[config.mk]
export PLATFORM = sky130hd
export DESIGN_NAME = mult_result_collector
export DESIGN_NICKNAME = d
export VERILOG_FILES = /design/src/rtl/mult_result_collector.sv
export SDC_FILE = /design/constraint.sdc
export NUM_CORES = 1
export LEC_CHECK = 0
export ABC_AREA = 0
export CAP_MARGIN = 15
export CORE_ASPECT_RATIO = 2
export CORE_MARGIN = 1.5
export CORE_UTILIZATION = 55
export CTS_BUF_LIST = sky130_fd_sc_hd__clkbuf_8
export DETAILED_ROUTE_END_ITERATION = 7
export PLACE_DENSITY = 0.89
export SYNTH_ARGS = -nofsm -noshare
export SYNTH_HDL_FRONTEND = slang
export SYNTH_SLANG_ARGS = --single-unit
[constraint.sdc]
create_clock -name clk -period 2.6 [get_ports clk]
set_input_delay 0.52 -clock clk [delete_from_list [all_inputs] [get_ports clk]]
set_output_delay 0.52 -clock clk [all_outputs]
set_load 0.05 [all_outputs]
[src/rtl/mult_result_collector.sv]
// Collects products from a 10-phase multiplier, queues them with sequence tags,
// and keeps a saturating running sum of every product that gets stored.
module mult_result_collector #(
    parameter int DEPTH = 4,
    parameter int SUM_W = 24
) (
    input  logic                     clk,
    input  logic                     rst,
    input  logic [15:0]              prod_in,
    input  logic                     sum_clr,
    input  logic                     res_ready,
    output logic                     res_valid,
    output logic [15:0]              res_data,
    output logic [3:0]               res_tag,
    output logic [SUM_W-1:0]         acc_sum,
    output logic                     acc_sat,
    output logic                     drop_flag,
    output logic [$clog2(DEPTH):0]   level
);

    localparam int AW = $clog2(DEPTH);
    localparam int LW = AW + 1;

    logic [3:0]    phase;
    logic [3:0]    tag;
    logic [AW-1:0] wr_ptr;
    logic [AW-1:0] rd_ptr;
    logic [19:0]   fifo_mem [DEPTH];
    logic          capture;
    logic          pop;
    logic          push;
    logic [SUM_W:0] sum_nxt;

    // Returns {overflowed, clamped_sum}; the extra bit cannot wrap because SUM_W >= 17.
    function automatic logic [SUM_W:0] add_sat(input logic [SUM_W-1:0] a, input logic [15:0] b);
        logic [SUM_W:0] s;
        s = {1'b0, a} + (SUM_W + 1)'(b);
        if (s[SUM_W])
            return {1'b1, {SUM_W{1'b1}}};
        return s;
    endfunction

    assign capture   = (phase == 4'd9);
    assign res_valid = (level != '0);
    assign pop       = res_valid && res_ready;
    assign push      = capture && ((level != LW'(DEPTH)) || pop);
    assign sum_nxt   = add_sat(acc_sum, prod_in);

    // Head is gated so an empty or freshly reset FIFO presents zeros.
    assign res_data  = res_valid ? fifo_mem[rd_ptr][19:4] : '0;
    assign res_tag   = res_valid ? fifo_mem[rd_ptr][3:0]  : '0;

    always_ff @(posedge clk or posedge rst) begin
        if (rst) begin
            phase     <= '0;
            tag       <= '0;
            drop_flag <= 1'b0;
        end else begin
            phase <= capture ? 4'd0 : phase + 4'd1;
            if (capture) begin
                tag <= tag + 4'd1;
                if (!push)
                    drop_flag <= 1'b1;
            end
        end
    end

    always_ff @(posedge clk or posedge rst) begin
        if (rst) begin
            wr_ptr <= '0;
            rd_ptr <= '0;
            level  <= '0;
        end else begin
            if (push)
                wr_ptr <= wr_ptr + AW'(1);
            if (pop)
                rd_ptr <= rd_ptr + AW'(1);
            case ({push, pop})
                2'b10:   level <= level + LW'(1);
                2'b01:   level <= level - LW'(1);
                default: level <= level;
            endcase
        end
    end

    always_ff @(posedge clk) begin
        if (push)
            fifo_mem[wr_ptr] <= {prod_in, tag};
    end

    // A clear that coincides with a stored capture restarts the sum from that product.
    always_ff @(posedge clk or posedge rst) begin
        if (rst) begin
            acc_sum <= '0;
            acc_sat <= 1'b0;
        end else if (sum_clr) begin
            acc_sum <= push ? SUM_W'(prod_in) : '0;
            acc_sat <= 1'b0;
        end else if (push) begin
            acc_sum <= sum_nxt[SUM_W-1:0];
            if (sum_nxt[SUM_W])
                acc_sat <= 1'b1;
        end
    end

endmodule

==> flow_summary_export.csv <==
group,metric,value,unit
critical_path,cp_max_fo,15,
yosys,syn-cell-area,6070,sq um
yosys,yosysTopAreaCell,"edfxtp_1",
final_layout,n_fill_cell,723,
power,p_per_area,891,nW/um^2
final_layout,antenna_cells,0,
yosys,synth.distinct_cells,62,
yosys,yosys_warnings,0,
global_routing,grt_pass1_vias,4899,
floorplanning,core,10800,sq um
timing,post-route-period-util,96.5,%
timing,fmax,0.399,GHz
drt,routed_wl,15200,microns
final_layout,drive_above_1_share,27.7,%
power,vdd_drop_max,0.617,mV
timing,period_needed,2.51,ns
final_layout,multi_input_area,2530,sq um
global_routing,grt_max_degree,42,
timing,drv_slew,0,
yosys,ys_top_cells_by_area,"edfxtp_1 40%, dfrtp_1 17%, mux4_2 7.4%",
clock_network,htreeDepth,4,
floorplanning,rows,54,
drt,drt.antenna.violating_nets,0,
critical_path,end_kind,"primary output",
drt,drt_first_pass_iters,4,
run_status,outcome,"completed",
yosys,netlist.area_leader.share,39.6,%
final_layout,seq_area,3430,sq um
yosys,synth-seq-cells,121,
placed_design,dp_hpwl,10600,microns
yosys,synth.avg_cell_area,12.5,sq um
clock_network,cts_buffer_depth,2,
critical_path,worstSetupStartpointType,"flop",
power,p_total,6.96,mW
yosys,ys.flop_type,"edfxtp_1",
floorplanning,num_io_pins,70,
global_routing,grt_overflow,0,
clock_network,root_buffer,"clkbuf_8",
yosys,synth_cells,486,
clock_network,clk_pin_slew_worst_paths,0.09,ns
run,cap_viol_max_count,0,
yosys,synth_nets,529,
timing,skew,0.0179,ns
yosys,yosysSeqAreaShare,56.5,%
final_layout,final_common_cell,"buf_4",
yosys,synth-edff-count,80,
drt,drtIter0Drc,290,
clock_network,clk_latency,0.46,ns
drt,drc,0,
final_layout,final_cell_mix,"93 x buf_4, 80 x edfxtp_1, 44 x clkdlybuf4s50_1, 39 x nand2_1, 39 x dfrtp_1",
timing,tightest_slew,0.561,ns
placed_design,gp_congestion,0.890,
global_routing,grtUsageTotal,27.2,%
floorplanning,die_x,77.3,microns
placed_design,port_buffers,69,
clock_network,tritoncts,"done",
timing,finalSetupTns,0,ns
floorplanning,start_util,56.1,%
timing,hold_violations,0,
critical_path,cp.arrival,1.99,ns
timing,setup_viol,0,
critical_path,required,2.08,ns
timing,worst_hold_slack,0.469,ns
drt,viasPerCell,5.89,
power,p_leak,3.18,nW
drt,routedWlPerCell,19.5,microns
final_layout,nNetsFinal,669,
critical_path,crit_type,"flop to primary output",
floorplanning,dieArea,11700,sq um
drt,num_vias,4589,
clock_network,clkSinkCount,121,
timing,maxSlewHeadroom,62.6,%
clock_network,cts_buffers,17,
global_routing,grt_pass1_wl,23700,microns
final_layout,synthToLayoutAreaGrowth,28.6,%
floorplanning,die_y,152,microns
global_routing,antenna_found_initial,0,
hold_path,min_path_type,"input port to flop",
yosys,ys_async_sr_fraction,33.9,%
metal layers:
layer	up-vias	global-route usage, %	routed length (microns)	part of all wire (%)
met5	-	0	0	0
met4	0	18.1	827	5.5
met3	57	6.29	726	4.8
met2	168	50.9	8500	56
met1	2264	26.0	5110	34
li1	2100	-	-	-
state kept, by name, summed over array words and instances (netlist names), 2 cells and up:
| signal | cells |
|---|---|
| tag | 4 |
| wr_ptr | 2 |
| acc_sum | 24 |
| rd_ptr | 2 |
| fifo_mem | 80 |
| phase | 4 |
| level | 3 |
cell usage after synthesis, types with 3 or more instances:
cell type,instances
edfxtp_1,80
dfrtp_1,41
nand2_1,40
a21oi_1,33
nor2_1,32
o21ai_0,22
ha_1,21
and2_1,20
mux4_2,20
nand3_1,17
xnor2_1,17
inv_1,16
and3_1,8
buf_2,8
o22ai_1,8
nor3_1,7
clkbuf_1,6
nand2b_1,6
xor2_1,6
o211ai_1,5
buf_1,4
buf_6,4
nand4_1,4
nor2b_1,4
or3_1,4
a21o_1,3
a31oi_1,3
o41ai_1,3
power by group:
group | leakage [nW] | switching (mW) | total (mW) | internal [mW]
logic | 1.67 | 1.86 | 2.89 | 1.04
registers | 1.30 | 0.0862 | 2.35 | 2.27
clock network | 0.205 | 0.843 | 1.71 | 0.869
total | 3.18 | 2.78 | 6.96 | 4.17
worst paths after layout:
path	startpoint	end	slack, ns	depth (start not counted)
max	rd_ptr[0]$_DFFE_PP0P_	res_data[2]	0.09	4
max in group asynchronous	rst	acc_sum[0]$_DFFE_PP0P_	1.67	3
min in group asynchronous	rst	phase[3]$_DFF_PP0_	0.50	3
max reg2reg	acc_sum[0]$_DFFE_PP0P_	acc_sum[22]$_DFFE_PP0P_	0.13	10
min	prod_in[7]	fifo_mem[1][11]$_DFFE_PP_	0.47	2
min reg2reg	drop_flag$_DFFE_PP0P_	drop_flag$_DFFE_PP0P_	0.49	1
cells by family after synthesis:
family / Yosys count / synth area share [%]
flops: 121 / 56.5
mux: 22 / 7.77
xor+xnor: 23 / 3.32
buf+inv: 38 / 3.01
fa+ha+maj: 23 / 4.99
compound gates: 106 / 11.5
simple gates: 153 / 13.0
through the flow:
stage / cells / instance area [sq um] / utilization, % / setup WS [ns]
floorplan: 486 / 6070 / - / -0.0254
detailed placement: 745 / 7310 / 67.7 / -0.578
global route: 779 / 7810 / 72.2 / -0.0301
finish: 779 / 7810 / 72.2 / 0.0908
CTS: 778 / 7730 / 71.5 / 0.00681
global placement: 745 / 7310 / 67.7 / -0.463
critical path, stage by stage (launching register included):
cell and delay (ns):
dfrtp_1 0.39, buf_6 0.25, mux4_2 0.54, and2_1 0.17
buf_4 0.18
area by class of cell:
cell class,count,share of cell area (%)
sequential,121,43.9
multi-input combinational,327,32.4
timing repair buffer,143,15.5
clock buffer,17,3.00
tap,140,2.24
clock inverter,15,2.13
inverter,16,0.769
repair_timing:
| action | CTS | global route |
|---|---|---|
| hold buffers | 0 | 0 |
| setup endpoints to repair | 17 | 34 |
| pin swaps | 2 | 6 |
| resized for setup | 4 | 19 |
| buffers inserted | 1 | 1 |
Note: power is estimated with default switching activity, not from simulation.
